$ cat src/rtl/prog_sequencer_pkg.sv
// Shared types and instruction field positions for the program sequencer.
package prog_pkg;

    // Opcodes live in Instr[11:8]. ALU0..ALU9 are all plain register writes
    // here; the register file interprets the ALU function itself.
    typedef enum logic [3:0] {
        OP_NOP   = 4'd0,
        OP_MOV   = 4'd1,
        OP_LDI   = 4'd2,
        OP_SHL16 = 4'd3,
        OP_BGE   = 4'd4,
        OP_ALU0  = 4'd5,
        OP_ALU1  = 4'd6,
        OP_ALU2  = 4'd7,
        OP_ALU3  = 4'd8,
        OP_ALU4  = 4'd9,
        OP_ALU5  = 4'd10,
        OP_ALU6  = 4'd11,
        OP_ALU7  = 4'd12,
        OP_ALU8  = 4'd13,
        OP_ALU9  = 4'd14,
        OP_HALT  = 4'd15
    } opcode_e;

    typedef enum logic [2:0] {
        ST_IDLE  = 3'd0,
        ST_RUN   = 3'd1,
        ST_LOAD  = 3'd2,
        ST_SHIFT = 3'd3,
        ST_DONE  = 3'd4
    } seq_state_e;

    localparam int OP_MSB   = 11;
    localparam int OP_LSB   = 8;
    localparam int RA_MSB   = 7;
    localparam int RA_LSB   = 4;
    localparam int RB_MSB   = 3;
    localparam int RB_LSB   = 0;
    localparam int FIELD_W  = 4;
    // Branch offset is the concatenation {ra, rb}, treated as signed.
    localparam int BR_OFF_W = 8;

    // MOV and every ALU opcode write ra with the result of (ra, rb).
    function automatic logic is_reg_write(input opcode_e op);
        return (op == OP_MOV) || ((op >= OP_ALU0) && (op <= OP_ALU9));
    endfunction

endpackage

$ cat src/rtl/prog_sequencer_instr_decode.sv
// Splits a fetched instruction word into opcode, register fields and the
// branch offset. Purely combinational; no knowledge of sequencer state.
module instr_decode
    import prog_pkg::*;
#(
    parameter int IW = 12
)
(
    input  logic [IW-1:0]       i_instr,
    output opcode_e             o_op,
    output logic [FIELD_W-1:0]  o_ra,
    output logic [FIELD_W-1:0]  o_rb,
    output logic [BR_OFF_W-1:0] o_br_off,
    output logic                o_is_wr
);

    assign o_op     = opcode_e'(i_instr[OP_MSB:OP_LSB]);
    assign o_ra     = i_instr[RA_MSB:RA_LSB];
    assign o_rb     = i_instr[RB_MSB:RB_LSB];
    assign o_br_off = i_instr[RA_MSB:RB_LSB];
    assign o_is_wr  = is_reg_write(o_op);

endmodule

$ cat src/rtl/prog_sequencer.sv
// Program sequencer: owns the PC, fetches from the instruction ROM and
// drives register-file controls, including the two-word immediate load and
// the multi-cycle 16-bit shift.
//
//  state    | meaning
//  ---------+-----------------------------------------------------------
//  ST_IDLE  | PC parked at 0, waiting for the falling edge of Start
//  ST_RUN   | decode word at PC, one instruction per cycle
//  ST_LOAD  | word at PC is LDI immediate data, presented on Imm
//  ST_SHIFT | one Shift strobe per cycle until the counter expires
//  ST_DONE  | HALT reached, Done held until Start is raised again
module prog_sequencer
    import prog_pkg::*;
#(
    parameter int W   = 8,
    parameter int D   = 4,
    parameter int IW  = 12,
    parameter int PCW = 10
)
(
    input  logic           Clk,
    input  logic           Reset_n,
    input  logic           Start,
    input  logic [IW-1:0]  Instr,
    input  logic           GE_Flag,
    input  logic           IsLoadingReg,
    output logic [PCW-1:0] PC,
    output logic [D-1:0]   RaddrA,
    output logic [D-1:0]   RaddrB,
    output logic [D-1:0]   Waddr,
    output logic           WriteEn,
    output logic           RegSet,
    output logic           Shift,
    output logic           ImmSel,
    output logic [W-1:0]   Imm,
    output logic           Done,
    output logic           Err
);

    seq_state_e           r_state;
    seq_state_e           w_state_nxt;
    logic [PCW-1:0]       r_pc;
    logic [PCW-1:0]       w_pc_nxt;
    logic [PCW-1:0]       w_pc_inc;
    logic [PCW-1:0]       w_br_tgt;
    logic [D-1:0]         r_cnt;
    logic [D-1:0]         w_cnt_nxt;
    logic                 r_done;
    logic                 r_err;
    logic                 w_err_set;
    logic                 r_start_q;

    opcode_e              w_op;
    logic [FIELD_W-1:0]   w_ra;
    logic [FIELD_W-1:0]   w_rb;
    logic [BR_OFF_W-1:0]  w_br_off;
    logic                 w_is_wr;

    instr_decode #(
        .IW (IW)
    ) u_decode (
        .i_instr  (Instr),
        .o_op     (w_op),
        .o_ra     (w_ra),
        .o_rb     (w_rb),
        .o_br_off (w_br_off),
        .o_is_wr  (w_is_wr)
    );

    // PC arithmetic wraps naturally at 2**PCW; the branch offset is sign
    // extended so backward branches past 0 land at the top of the ROM.
    assign w_pc_inc = r_pc + PCW'(1);
    assign w_br_tgt = r_pc + {{(PCW-BR_OFF_W){w_br_off[BR_OFF_W-1]}}, w_br_off};

    // Next-state, next-PC and register-file strobes. Start in any active
    // state aborts before any decode takes effect, so strobes stay low.
    always_comb begin
        w_state_nxt = r_state;
        w_pc_nxt    = r_pc;
        w_cnt_nxt   = r_cnt;
        w_err_set   = 1'b0;
        RaddrA      = '0;
        RaddrB      = '0;
        Waddr       = '0;
        WriteEn     = 1'b0;
        RegSet      = 1'b0;
        Shift       = 1'b0;
        ImmSel      = 1'b0;
        Imm         = '0;

        case (r_state)
            ST_IDLE: begin
                w_pc_nxt  = '0;
                w_cnt_nxt = '0;
                // r_start_q is last cycle's Start: launch on its falling edge
                if (!Start && r_start_q) begin
                    w_state_nxt = ST_RUN;
                end
            end

            ST_RUN: begin
                if (Start) begin
                    w_state_nxt = ST_IDLE;
                    w_pc_nxt    = '0;
                    w_cnt_nxt   = '0;
                end else begin
                    w_pc_nxt = w_pc_inc;
                    case (w_op)
                        OP_NOP: begin
                        end
                        OP_LDI: begin
                            RegSet      = 1'b1;
                            RaddrB      = D'(w_rb);
                            w_state_nxt = ST_LOAD;
                        end
                        OP_SHL16: begin
                            // a zero count degenerates to a NOP
                            if (w_rb != '0) begin
                                w_state_nxt = ST_SHIFT;
                                w_cnt_nxt   = D'(w_rb);
                                w_pc_nxt    = r_pc;
                            end
                        end
                        OP_BGE: begin
                            if (GE_Flag) begin
                                w_pc_nxt = w_br_tgt;
                            end
                        end
                        OP_HALT: begin
                            w_pc_nxt    = r_pc;
                            w_state_nxt = ST_DONE;
                        end
                        default: begin
                            if (w_is_wr) begin
                                RaddrA  = D'(w_ra);
                                Waddr   = D'(w_ra);
                                RaddrB  = D'(w_rb);
                                WriteEn = 1'b1;
                            end
                        end
                    endcase
                end
            end

            ST_LOAD: begin
                if (Start) begin
                    w_state_nxt = ST_IDLE;
                    w_pc_nxt    = '0;
                    w_cnt_nxt   = '0;
                end else begin
                    ImmSel      = 1'b1;
                    Imm         = Instr[W-1:0];
                    // register file should be mid-load; flag it but keep going
                    w_err_set   = !IsLoadingReg;
                    w_pc_nxt    = w_pc_inc;
                    w_state_nxt = ST_RUN;
                end
            end

            ST_SHIFT: begin
                if (Start) begin
                    w_state_nxt = ST_IDLE;
                    w_pc_nxt    = '0;
                    w_cnt_nxt   = '0;
                end else begin
                    Shift     = 1'b1;
                    w_cnt_nxt = r_cnt - D'(1);
                    if (r_cnt == D'(1)) begin
                        w_pc_nxt    = w_pc_inc;
                        w_state_nxt = ST_RUN;
                    end
                end
            end

            ST_DONE: begin
                if (Start) begin
                    w_state_nxt = ST_IDLE;
                    w_pc_nxt    = '0;
                end
            end

            default: begin
                w_state_nxt = ST_IDLE;
                w_pc_nxt    = '0;
                w_cnt_nxt   = '0;
            end
        endcase
    end

    // State, PC, shift counter and sticky flags; synchronous active-low reset.
    always_ff @(posedge Clk) begin
        if (!Reset_n) begin
            r_state   <= ST_IDLE;
            r_pc      <= '0;
            r_cnt     <= '0;
            r_done    <= 1'b0;
            r_err     <= 1'b0;
            r_start_q <= 1'b0;
        end else begin
            r_state   <= w_state_nxt;
            r_pc      <= w_pc_nxt;
            r_cnt     <= w_cnt_nxt;
            r_done    <= (w_state_nxt == ST_DONE);
            r_err     <= r_err | w_err_set;
            r_start_q <= Start;
        end
    end

    assign PC   = r_pc;
    assign Done = r_done;
    assign Err  = r_err;

endmodule

$ cat config.mk
export PLATFORM = sky130hd
export DESIGN_NAME = prog_sequencer
export DESIGN_NICKNAME = d
export VERILOG_FILES = /design/src/rtl/prog_sequencer_pkg.sv /design/src/rtl/prog_sequencer_instr_decode.sv /design/src/rtl/prog_sequencer.sv
export SDC_FILE = /design/constraint.sdc
export NUM_CORES = 1
export LEC_CHECK = 0
export CAP_MARGIN = 20
export CORE_AREA = 5 5 69 77
export CTS_BUF_LIST = sky130_fd_sc_hd__clkbuf_2
export DETAILED_ROUTE_END_ITERATION = 10
export DIE_AREA = 0 0 74 82
export GPL_ROUTABILITY_DRIVEN = 0
export PLACE_DENSITY = 0.69
export REMOVE_ABC_BUFFERS = 1
export SYNTH_ARGS = -nofsm -noshare
export SYNTH_HDL_FRONTEND = slang
export SYNTH_SLANG_ARGS = --single-unit
export TNS_END_PERCENT = 100
$ cat constraint.sdc
create_clock -name Clk -period 6.1 [get_ports Clk]
set_clock_uncertainty 0.2 [all_clocks]
set_input_delay 1.22 -clock Clk [delete_from_list [all_inputs] [get_ports Clk]]
set_output_delay 1.22 -clock Clk [all_outputs]
set_load 0.02 [all_outputs]
==> results by group <==
Placed design
  – Placed inst area: 2437 um2
  – Final HPWL DP: 4182 um
  – Post-place setup slack: 1061 ps
  – Dpl cells: 346
  – IO buf count: 52

Clock network
  – H-tree Lvls: 1
  – Cts repair resizes: 0
  – Clk slew on worst S/H paths: 220 ps
  – Postcts setup bufs: 0
  – CTS root buf: clkbuf_2
  – # hold bufs at CTS: 0
  – Clock Sinks: 20
  – Skew-Pair Late Insertion Delay: 330 ps
  – CTS tree: built
  – CTS buffer count: 3
  – CTS max path bufs: 2

Power and ir drop
  – Lkg Pwr: 0.9677 nW
  – Total power: 0.2860 mW
  – Worst vdd ir: 0.00009628 V
  – Power per cell area: 115.2 nW/um2

Yosys
  – Number of synthesized flops with an enable pin: 0
  – Post-Synth Simple-Gate Area: 32.44%
  – Synth unique cells: 58
  – Post-synth ARST share: 0%
  – Synth Area in XOR/XNOR: 5.472%
  – Compound-gate portion of the synthesized area: 26.78%
  – Top post-synthesis cells by area: dfxtp_1, ha_1, nor2_1, and2_1, nand2_1
  – Adder-cell area share of the yosys netlist: 8.860%
  – Synth area leader: dfxtp_1
  – Sequential cell area fraction in the yosys report: 20.85%
  – Largest family of logic cells by synthesized area: simple AND/OR/NAND/NOR gates
  – Synth Cell Area: 1921 um2
  – Predominant post-synthesis flop cell: dfxtp_1
  – #FFs+latches synth: 20
  – Mapped Cells: 249
  – Top-count cell post-synth: nor2_1
  – Multiplexer share of the synthesized area: 0%
  – Commonest cells post-synth: nor2_1, dfxtp_1, nand2_1
  – Ys Warns: 0
  – Area fraction of the dominant cell type after synthesis: 20.85%
  – Mean Syn Cell Area: 7.713 um2

Detailed routing
  – 1st-iter DRT viols: 104
  – Antenna-violating nets left: 0
  – Vias/cell: 5.554
  – DRC: 0
  – Drt wl/cell: 15.14 um
  – Via count: 1944
  – TritonRoute pass-1 iters: 4
  – Post-Route WL: 5298 um

GRT
  – Total GRT Usage: 18.53%
  – Largest net degree at the start of global routing: 20
  – Number of global-route vias before repair: 1913
  – Initial antenna violation count: 0
  – GR Overflow Total: 0
  – First-pass GRT wire length: 8942 um

Setup path
  – Worst EP required: 4680 ps
  – Crit-path max FO: 10
  – R2r worst-path depth: 9
  – Reg2reg setup slack: 3630 ps
  – CP startpoint kind: input port
  – Kind of critical path: in2out
  – Critical path endpoint category: primary output
  – Worst reg2reg path startpoint: PC[0]$_SDFFE_PN0P_
  – Critical R2R Capture: PC[8]$_SDFFE_PN0P_
  – WP data arrival: 3620 ps

STA
  – F_max: 0.1984 GHz
  – Minimum clock period: 5040 ps
  – Slew HR: 41.19%
  – Pins Over Slew Limit: 0
  – Slew @ Worst Pin: 880.5 ps
  – Fin Hold WS: 301.7 ps
  – Final setup margin: 1060 ps
  – RSZ-0062 raised after global routing: false
  – Crit share post-route: 82.62%
  – Final Hold Vio Count: 0
  – Setup TNS: 0 ps
  – Setup-failing EPs final: 0

Flow run
  – Max_cap viols: 0

Final layout
  – Layout Nets: 325
  – Post-route insts no fill: 350
  – # diodes: 0
  – Synthesis-to-finish area growth: 29.25%
  – Share of cells above drive strength 1: 6.463%
  – Final instance area: 2482 um2
  – Core Util, Final: 54.90%

Floorplanning
  – Core Region: 4522 um2
  – IO Pins: 53
  – FP Rows: 26
  – Die ar.: 6068 um2
  – Starting Density: 42.47%
  – Die H: 82 um
  – Die W: 74 um

Hold path
  – Min-delay src: Err$_SDFF_PN0_
  – Hold Crit Endpoint: Err$_SDFF_PN0_
  – HP Class: reg2reg
  – WHS Path Cells: 2

Status
  – Status: finished clean
[cell usage in the layout, fill, tap and decap left out, types with 2 or more instances in the layout]
cell type	count
nand2b_1	4
or3_1	2
nor4_1	3
a31oi_1	4
inv_1	9
nand3_1	6
a211oi_2	4
o21ai_0	10
and2_1	18
xnor2_1	8
o22ai_1	4
a211oi_1	4
a21oi_1	12
nor3_1	4
clkdlybuf4s50_1	52
xor2_1	4
ha_1	12
a21o_1	5
nor2b_1	5
and3_1	4
nand2_1	19
nor2_1	32
clkbuf_2	3
o21a_1	3
a22oi_1	8
nand4_1	2
dfxtp_1	20
a221oi_1	2
nor3b_1	4
[worst max path at each step]
stage                      endpoint  slack [ps]   from
after global routing         Imm[4]         890  Start
after CTS                    Imm[2]        1040  Start
after global placement       Imm[5]        1110  Start
final                        Imm[2]        1060  Start
after detailed placement     Imm[2]        1060  Start
after floorplan           RaddrA[0]        2200  Start
[routing by layer]
metal / vias up / track usage (%) / part of all wire (%)
met5: - / 0 / 0
met4: 0 / 2.717 / 0.15
met3: 2 / 3.672 / 4.2
met2: 31 / 33.69 / 53
met1: 917 / 22.75 / 43
li1: 994 / - / -
[layout make-up]
| cell class | instances | area (um2) |
|---|---|---|
| multi-input combinational | 209 | 1413 |
| clock inverter | 1 | 30.03 |
| fill | 442 | 2039 |
| sequential | 20 | 400.4 |
| inverter | 9 | 33.78 |
| tap | 56 | 70.07 |
| clock buffer | 3 | 15.01 |
| timing repair buffer | 52 | 520.5 |
[where the power goes]
part | total [mW] | switching, mW | internal [mW]
Clock | 0.102 | 0.0457 | 0.0565
Sequential | 0.133 | 0.00145 | 0.132
Combinational | 0.0505 | 0.0279 | 0.0226
Total | 0.286 | 0.0750 | 0.211
[flip-flops by register name (all words and copies together), names as in the netlist]
name,count
r_state,3
Done,1
r_cnt,4
r_start_q,1
PC,10
Err,1
[worst max-delay path, stage by stage]
cell	delay, ps
clkdlybuf4s50_1	660
nor2_1	280
nand2_1	230
nor2_1	430
and2_1	190
clkdlybuf4s50_1	600
[cell families (layout without fill, tap and decap cells)]
family	count (synthesis)	after routing
AND/OR/NAND/NOR	113	113
buffers and inverters	20	65
XOR/XNOR	12	12
AO/OA/AOI/OAI	71	71
adder cells (fa/ha/maj)	13	13
flip-flops	20	20
No activity file was read; power rests on OpenSTA's default activity.
